## src/rtl/aritm_pkg.sv

```systemverilog
// Shared constants for the arithmetic group: digit width and FSM encodings.
package aritm_pkg;

  localparam int DIGIT_W = 4;

  localparam logic [1:0] S_IDLE = 2'd0;
  localparam logic [1:0] S_RUN  = 2'd1;
  localparam logic [1:0] S_DONE = 2'd2;

endpackage

```

## src/rtl/borrow_lookahead4.sv

```systemverilog
// 4-bit borrow-lookahead subtract slice: d = x - y - bi, with borrow-out bo.
// Every borrow is a flat sum-of-products of generate/propagate terms and bi.
module borrow_lookahead4 (
  input  logic [3:0] x,
  input  logic [3:0] y,
  input  logic       bi,
  output logic [3:0] d,
  output logic       bo
);

  logic [3:0] g;
  logic [3:0] p;
  logic [4:0] bor;

  // Generate when x_i=0,y_i=1; propagate an incoming borrow when x_i==y_i.
  always_comb begin
    g = ~x & y;
    p = ~(x ^ y);
    bor[0] = bi;
    bor[1] = g[0] | (p[0] & bi);
    bor[2] = g[1] | (p[1] & g[0]) | (p[1] & p[0] & bi);
    bor[3] = g[2] | (p[2] & g[1]) | (p[2] & p[1] & g[0]) | (p[2] & p[1] & p[0] & bi);
    bor[4] = g[3] | (p[3] & g[2]) | (p[3] & p[2] & g[1]) | (p[3] & p[2] & p[1] & g[0])
           | (p[3] & p[2] & p[1] & p[0] & bi);
    d  = x ^ y ^ bor[3:0];
    bo = bor[4];
  end

endmodule

```

## src/rtl/scadere_serial.sv

```systemverilog
// Digit-serial subtractor: diff = a - b - b_in, one 4-bit digit per clock,
// borrow registered between digits. Flags registered on entry to DONE.
//
// Handshake: start is sampled only while idle (busy=0); the operands and b_in
// are latched on that edge. done pulses for one cycle when diff/b_out/ovf/zero
// are valid; the results then hold until the next accepted start.
module scadere_serial
  import aritm_pkg::*;
#(
  parameter int WIDTH = 16
) (
  input  logic             clk,
  input  logic             rst,
  input  logic             start,
  input  logic [WIDTH-1:0] a,
  input  logic [WIDTH-1:0] b,
  input  logic             b_in,
  output logic             busy,
  output logic             done,
  output logic [WIDTH-1:0] diff,
  output logic             b_out,
  output logic             ovf,
  output logic             zero,
  output logic [1:0]       dbg_state
);

  localparam int NDIG = WIDTH / DIGIT_W;
  localparam int IW   = (NDIG > 1) ? $clog2(NDIG) : 1;
  localparam logic [IW-1:0] LAST = IW'(NDIG - 1);

  logic [1:0]       state_q, state_d;
  logic [IW-1:0]    idx_q, idx_d;
  logic [WIDTH-1:0] a_q, a_d;
  logic [WIDTH-1:0] b_q, b_d;
  logic             bor_q, bor_d;
  logic [WIDTH-1:0] diff_q, diff_d;
  logic             b_out_q, b_out_d;
  logic             ovf_q, ovf_d;
  logic             zero_q, zero_d;

  logic [DIGIT_W-1:0] slice_x, slice_y, slice_d;
  logic               slice_bo;

  // Present the digit selected by idx to the single lookahead slice.
  always_comb begin
    slice_x = a_q[idx_q*DIGIT_W +: DIGIT_W];
    slice_y = b_q[idx_q*DIGIT_W +: DIGIT_W];
  end

  borrow_lookahead4 u_slice (
    .x  (slice_x),
    .y  (slice_y),
    .bi (bor_q),
    .d  (slice_d),
    .bo (slice_bo)
  );

  // Next-state logic: FSM, digit counter, operand latch, result and flags.
  always_comb begin
    state_d = state_q;
    idx_d   = idx_q;
    a_d     = a_q;
    b_d     = b_q;
    bor_d   = bor_q;
    diff_d  = diff_q;
    b_out_d = b_out_q;
    ovf_d   = ovf_q;
    zero_d  = zero_q;
    case (state_q)
      S_IDLE: begin
        if (start) begin
          state_d = S_RUN;
          a_d     = a;
          b_d     = b;
          bor_d   = b_in;
          idx_d   = '0;
        end
      end
      S_RUN: begin
        diff_d[idx_q*DIGIT_W +: DIGIT_W] = slice_d;
        bor_d = slice_bo;
        if (idx_q == LAST) begin
          state_d = S_DONE;
          b_out_d = slice_bo;
          ovf_d   = (a_q[WIDTH-1] != b_q[WIDTH-1]) & (diff_d[WIDTH-1] != a_q[WIDTH-1]);
          zero_d  = ~|diff_d;
        end else begin
          idx_d = idx_q + IW'(1);
        end
      end
      S_DONE: begin
        state_d = S_IDLE;
      end
      default: begin
        state_d = S_IDLE;
      end
    endcase
  end

  // State registers with synchronous reset; reset clears results too.
  always_ff @(posedge clk) begin
    if (rst) begin
      state_q <= S_IDLE;
      idx_q   <= '0;
      a_q     <= '0;
      b_q     <= '0;
      bor_q   <= 1'b0;
      diff_q  <= '0;
      b_out_q <= 1'b0;
      ovf_q   <= 1'b0;
      zero_q  <= 1'b0;
    end else begin
      state_q <= state_d;
      idx_q   <= idx_d;
      a_q     <= a_d;
      b_q     <= b_d;
      bor_q   <= bor_d;
      diff_q  <= diff_d;
      b_out_q <= b_out_d;
      ovf_q   <= ovf_d;
      zero_q  <= zero_d;
    end
  end

  // Output mapping.
  always_comb begin
    busy      = (state_q != S_IDLE);
    done      = (state_q == S_DONE);
    diff      = diff_q;
    b_out     = b_out_q;
    ovf       = ovf_q;
    zero      = zero_q;
    dbg_state = state_q;
  end

endmodule

```

## config.mk

```make
export PLATFORM = sky130hd
export DESIGN_NAME = scadere_serial
export DESIGN_NICKNAME = d
export VERILOG_FILES = /design/src/rtl/aritm_pkg.sv /design/src/rtl/borrow_lookahead4.sv /design/src/rtl/scadere_serial.sv
export SDC_FILE = /design/constraint.sdc
export NUM_CORES = 1
export LEC_CHECK = 0
export ABC_AREA = 0
export BUFFER_PORTS_ARGS = -buffer_cell sky130_fd_sc_hd__buf_2
export CORE_MARGIN = 2
export CORE_UTILIZATION = 45
export DETAILED_ROUTE_END_ITERATION = 6
export GPL_TIMING_DRIVEN = 0
export PLACE_DENSITY = 0.68
export SLEW_MARGIN = 20
export SYNTH_ARGS = -nofsm -noshare
export SYNTH_HDL_FRONTEND = slang
export SYNTH_HIERARCHICAL = 1
export SYNTH_SLANG_ARGS = --single-unit
```

## constraint.sdc

```tcl
create_clock -name clk -period 3.4 [get_ports clk]
set_input_delay 0.34 -clock clk [delete_from_list [all_inputs] [get_ports clk]]
set_output_delay 0.34 -clock clk [all_outputs]
set_load 0.005 [all_outputs]
```

==> Word-level counts from Yosys, hierarchy flattened <==
Index checks and enable logic that the tools add are counted.
{ "totals": {"register_bits": 56, "in_bits": 36, "output_inout_bits": 23, "wordCells": 74} }
{ "classes": {"add_sub_neg": 2, "n_eq_ne": 8, "shift": 4, "mux": 9, "bitwise": 32, "n_reduce_logical": 10} }
{ "op_table": {"columns": ["op", "count"], "rows": [
  ["negation 4 -> 34 bit", 1],
  ["variable shift 4 x 34 -> 16 bit, first input constant", 1],
  ["variable part select 4 x 34 -> 16 bit", 1],
  ["variable part select 16 x 5 -> 4 bit", 2],
  ["bitwise AND 1 bit", 17],
  ["bitwise mux 16 bit", 1],
  ["OR reduction 16 bit", 1],
  ["bitwise OR 1 bit", 10],
  ["two-way mux 2 bit", 4],
  ["NOT 4 bit", 2],
  ["one-hot mux 2 bit (2 select lines)", 2],
  ["AND reduction 2 bit", 4],
  ["XOR 4 bit", 2],
  ["inequality test 2 bit, second input constant", 3],
  ["bitwise AND 4 bit", 1],
  ["== test 2 bit, second input constant", 2],
  ["nonzero test 2 bit", 2],
  ["AND reduction 3 bit", 1],
  ["adder 2 x 1 -> 2 bit, second input constant", 1],
  ["== test 2 x 1 -> 1 bit, second input constant", 1],
  ["zero test 2 bit", 1],
  ["inequality test 1 bit", 2],
  ["one-hot mux 1 bit (2 select lines)", 1],
  ["zero test 1 bit", 1],
  ["two-way mux 1 bit", 1]
]} }

==> Logic depth before layout (Yosys ltp) <==
{ "depth": {"word_depth": 12, "ltp_mapped": 10, "ltp_nobuf": 9} }

==> Hierarchy <==
The synthesis kept the hierarchy.
{ "by_module_without_submodules": {"columns": ["module", "instances", "cells_each", "area_each_um2", "seq_area_each_um2"], "rows": [
  ["scadere_serial", 1, 275, 2429.8, 1121.1],
  ["borrow_lookahead4", 1, 27, 200.2, 0.0]
]} }

==> Worst setup path before layout <==
OpenSTA, ideal clock, no wires.
{ "synth_timing": {"path_type": "reg-to-reg", "startpoint": "reg idx_q[0]", "endpoint": "reg ovf_q (netlist: ovf)", "setup_ns": 0.120, "arrival_time_ns": 2.768, "required_time_ns": 3.280, "slack_ns": 0.512, "path_stages_with_launch": 10, "n_path_buf": 1, "synth_period_minus_slack_ns": 2.888, "cell_sequence": "dfxtp_1 -> buf_2 -> mux4_2 -> ha_1 -> a21o_1 -> a21oi_1 -> nand3b_1 -> a32o_1 -> and3b_1 -> o31a_1"} }
{ "synth_between": {"elab_chain_cells": 12, "word_cells_on_any_way": 30, "classes_between": "add/sub: 1; eq/ne: 2; shift: 4; mux: 1; bitwise: 21; reduce/logical: 1"} }
{ "synth_lines": {"columns": ["element", "line", "rtl"], "rows": [
  ["start, declared", "scadere_serial.sv:32", "logic [IW-1:0] idx_q, idx_d;"],
  ["start signal, assigned", "scadere_serial.sv:114", "idx_q <= idx_d;"],
  ["variable part select 16 x 5 -> 4 bit *", "scadere_serial.sv:47", "slice_y = b_q[idx_q*DIGIT_W +: DIGIT_W];"],
  ["named net slice_y[2]", "scadere_serial.sv:41", "logic [DIGIT_W-1:0] slice_x, slice_y, slice_d;"],
  ["XOR 4 bit", "borrow_lookahead4.sv:18", "p = ~(x ^ y);"],
  ["NOT 4 bit", "borrow_lookahead4.sv:18", null],
  ["bitwise AND 1 bit", "borrow_lookahead4.sv:22", "bor[3] = g[2] | (p[2] & g[1]) | (p[2] & p[1] & g[0]) | (p[2] & p[1] & p[0] & bi);"],
  ["bitwise OR 1 bit / bitwise AND 1 bit (equally long branches) (2 in a row)", "borrow_lookahead4.sv:22", null],
  ["bitwise OR 1 bit *", "borrow_lookahead4.sv:22", null],
  ["XOR 4 bit *", "borrow_lookahead4.sv:25", "d = x ^ y ^ bor[3:0];"],
  ["named net slice_d[3]", "scadere_serial.sv:41", null],
  ["variable part select 4 x 34 -> 16 bit *", "scadere_serial.sv:80", "diff_d[idx_q*DIGIT_W +: DIGIT_W] = slice_d;"],
  ["bitwise mux 16 bit *", "scadere_serial.sv:80", null],
  ["inequality test 1 bit *", "scadere_serial.sv:85", "ovf_d = (a_q[WIDTH-1] != b_q[WIDTH-1]) & (diff_d[WIDTH-1] != a_q[WIDTH-1]);"],
  ["bitwise AND 1 bit *", "scadere_serial.sv:85", null],
  ["end signal, assigned", "scadere_serial.sv:120", "ovf_q <= ovf_d;"],
  ["end, declared", "scadere_serial.sv:38", "logic ovf_q, ovf_d;"]
]} }
Mark *: on every way through the listed nets, which the timed path passes. The rest lies on a longest branch.
A chain may end at the register's enable or synchronous reset.

==> Worst setup path after layout <==
{ "layout_timing": {"startpoint": "reg idx_q[0]", "endpoint": "reg ovf_q (netlist: ovf)"} }
{ "layout_between": {"elab_chain_cells": 12, "word_cells_on_any_way": 30, "classes_between": "add/sub: 1; eq/ne: 2; shift: 4; mux: 1; bitwise: 21; reduce/logical: 1"} }
{ "layout_lines": {"columns": ["element", "line", "rtl"], "rows": [
  ["variable part select 16 x 5 -> 4 bit *", "scadere_serial.sv:46", "slice_x = a_q[idx_q*DIGIT_W +: DIGIT_W];"],
  ["named net slice_x[2]", "scadere_serial.sv:41", null],
  ["XOR 4 bit", "borrow_lookahead4.sv:18", null],
  ["NOT 4 bit", "borrow_lookahead4.sv:18", null],
  ["bitwise AND 1 bit", "borrow_lookahead4.sv:22", null],
  ["bitwise OR 1 bit / bitwise AND 1 bit (equally long branches) (2 in a row)", "borrow_lookahead4.sv:22", null],
  ["bitwise OR 1 bit *", "borrow_lookahead4.sv:22", null],
  ["XOR 4 bit *", "borrow_lookahead4.sv:25", null],
  ["named net slice_d[3]", "scadere_serial.sv:41", null],
  ["variable part select 4 x 34 -> 16 bit *", "scadere_serial.sv:80", null],
  ["bitwise mux 16 bit *", "scadere_serial.sv:80", null],
  ["inequality test 1 bit *", "scadere_serial.sv:85", null],
  ["bitwise AND 1 bit *", "scadere_serial.sv:85", null]
]} }
Marked as above.

==> results.cfg <==
[global_routing]
antenna_found_initial = 0
grt-ovfl-total = 0
grt_pass1_wl_mm = 10.4
track_usage_pct = 20.9
grt_max_degree = 17
grt_pass1_vias = 2204

[power]
p_sw_share_pct = 28.1
pwr-share-clk_pct = 30.2
ir_drop_v = 0.000233
intPower_mw = 1.03
p_per_area_nw_per_um2 = 455
seqPwrFrac_pct = 49.6
power_switching_mw = 0.402
combPwrFrac_pct = 20.2
power.leakage_nw = 1.33

[setup_path]
critical_path_class = reg2reg
crit_family = compound AO/OA/AOI/OAI gates
cp_num_buf_inv = 2
end_kind = flip-flop
reg2regPathDepth = 10
reg2reg_to = ovf
cp-start-kind = flip-flop
cp_data_required_time_ns = 3.61
timing.rr.start = idx_q[0]
arrival_ns = 3.38
crit_fanout = 10
cp_slowest_stage_delay_ns = 0.53
slowest_stage = mux4_2
reg2reg_slack_ns = 0.23
crit_path_cell_trace = buf_4, mux4_2, inv_1, ha_1, a21o_1, a21oi_1, nand3b_1, a32o_1, and3b_1, o31a_1

[clock_network]
clockBufferDepth = 2
cts_tree = yes
htree_levels = 2
clk_latency_ns = 0.31
cts-root-buf = clkbuf_8
clkSinkCount = 56
cts.clk_slew.worst_paths_ns = 0.10
tritoncts.num_buffers = 5

[synthesis]
synth_xor_area_share_pct = 0.666
synth_cell_types = 41
ys_async_sr_fraction_pct = 0
synthSimpleGateAreaFrac_pct = 20.5
synth_nets = 350
synth_compound_area_share_pct = 17.6
synth-main-ff-cell = dfxtp_1
avgSynthCellArea_um2 = 8.71
synthMuxAreaShare_pct = 8.47
synth_top_family_by_area = simple AND/OR/NAND/NOR gates
synthesis.area_um2 = 2630
synth_seq_cells = 56
synth_common_cells = 73 x nand2_1, 56 x dfxtp_1, 37 x a21oi_1
post_synth_fa_ha_maj_area_fraction_pct = 5.99
synth_top_area_cell = dfxtp_1
synth.most_common_cell = nand2_1
synthTopCellsByArea = dfxtp_1 43%, nand2_1 10%, a21oi_1 7.0%, mux4_2 6.9%, ha_1 5.2%
synth_top_area_share_pct = 42.6
yosysWarnings = 6
netlist_instances = 302
ys_seq_area_share_pct = 42.6
synth_edf_count = 0

[sta]
min_period_ns = 3.17
tightest_slew_ns = 0.720
slew_headroom_pct = 51.3
finalSetupViolCount = 0
slew_violations = 0
setup-tns-final_ns = 0
skew_ns = 0.00596
rsz0062_at_grt = false
hold_viol = 0
fmax_mhz = 316
period_share_pct = 93.2

[finish]
antenna_cells = 0
finish.utilization_pct = 56.4
num-fill-cells = 528
drive_above_1_share_pct = 22.1
area_growth_pct = 19.5
nNetsFinal = 418

[routing]
totalWireLength_mm = 6.28
drc_errors = 0
wl_per_cell_um = 14.2
num_vias = 2379
drt-initial-drc-count = 109
dr.pass1.iters = 5
vias_per_cell = 5.37
ant_nets = 0

[placement]
dp.final_hpwl_mm = 4.74
place.gp.congestion = 0.807
io_buffer_count = 58

[floorplanning]
dieArea_um2 = 6470
die_h_um = 80.5
io_pins = 59
initial_utilization_pct = 47.2
core_um2 = 5570
fp.dieW_um = 80.5
placement_rows = 27

[status]
outcome = finished clean

[worst_hold_path]
hold_path.class = in2reg
holdPathEnd = b_q[2]
hold_path.startpoint = b[2]
hold_depth = 3

[job]
cap_viol_max_count = 0
cell usage in the layout (no fill, tap or decap), types with 2 or more instances in the layout:
master    Yosys  routed
o22ai_1       2       2
buf_4         0       4
nor3_1        4       4
xor2_1        2       2
nor2_1       24      24
nand2_1      73      73
a211o_1       2       2
dfxtp_1      56      56
and2_1        2       2
clkbuf_8      0       5
clkbuf_1     14      15
ha_1         11      11
mux2_2        2       2
inv_1        13      13
nor4_1        2       2
nor3b_1       3       3
and2b_1       2       2
nand3b_1      3       3
a22oi_1       2       2
a21oi_1      37      37
a32o_1        2       2
nand3_1       2       2
buf_2         1      58
mux4_2        8       8
a32oi_1      15      15
mux2i_1       2       2
a21o_1        2       2
sequential cells by signal, summed over array words and instances, names as in the netlist, 2 cells and up:
name,flops
a_q,16
dbg_state,2
idx_q,2
b_q,16
diff,16
what timing repair did:
item / 4_1_cts / 5_1_grt
resized for setup: 0 / 2
endpoints found under the setup margin: 0 / 2
hold endpoints to repair: 0 / 0
hold buffers: 0 / 0
setup buffers: 0 / 3
tightest hold or removal path: cells and delay by family:
| family | cells | cell delay [ns] |
|---|---|---|
| AOI/OAI and AO/OA | 1 | 0.05 |
| buffers and inverters | 1 | 0.09 |
| and+or+nand+nor | 1 | 0.04 |
worst max-delay path by stage:
stage	from	endpoint	depth (start not counted)
floorplan	idx_q[0]	ovf	9
global placement	idx_q[0]	ovf	10
detailed placement	idx_q[0]	ovf	10
CTS	idx_q[0]	ovf	10
global route	idx_q[0]	ovf	10
finish	idx_q[0]	ovf	10
layer usage:
metal  GRT usage (%)  wire (um)  up-vias
li1                -          -     1205
met2            34.8       2850       64
met4            5.76         78        0
met5               0          0        -
met3            3.71        273        7
met1            27.6       3080     1103
kinds of logic (layout without fill, tap and decap cells):
kind of cell,after synthesis,in the layout
flops,56,56
xor+xnor,2,2
mux,12,12
fa+ha+maj,12,12
buf+inv,29,98
compound gates,69,69
simple gates,122,122
area by class of cell:
class | instances | area, um^2 | area share (%)
multi-input cells | 217 | 1400 | 44.5
repair buffers | 61 | 313 | 9.95
clock inverters | 2 | 35.0 | 1.11
well taps | 72 | 90.1 | 2.87
flip-flops and latches | 56 | 1120 | 35.7
clock buffers | 6 | 72.6 | 2.31
inverters | 13 | 48.8 | 1.55
plain buffers | 16 | 63.8 | 2.03
through the flow:
| stage | power, mW | setup slack [ns] | std cells | area (um^2) | hold slack (ns) |
|---|---|---|---|---|---|
| detailed placement | 0.991 | 0.0714 | 432 | 3010 | 0.446 |
| global route | 1.49 | 0.0211 | 443 | 3140 | 0.263 |
| CTS | 1.42 | 0.0501 | 440 | 3120 | 0.250 |
| global placement | 0.987 | 0.127 | 432 | 3010 | 0.441 |
| floorplan | 0.904 | 0.512 | 302 | 2630 | 0.433 |
| finish | 1.43 | 0.231 | 443 | 3140 | 0.253 |
power by group through the flow:
| stage | logic, mW | registers (mW) | clock network (mW) |
|---|---|---|---|
| after detailed placement | 0.267 | 0.724 | 0 |
| after global routing | 0.321 | 0.713 | 0.460 |
| after CTS | 0.268 | 0.709 | 0.439 |
| after floorplan | 0.188 | 0.716 | 0 |
| final | 0.289 | 0.709 | 0.432 |
| after global placement | 0.264 | 0.722 | 0 |
(Power assumes the default switching activity.)
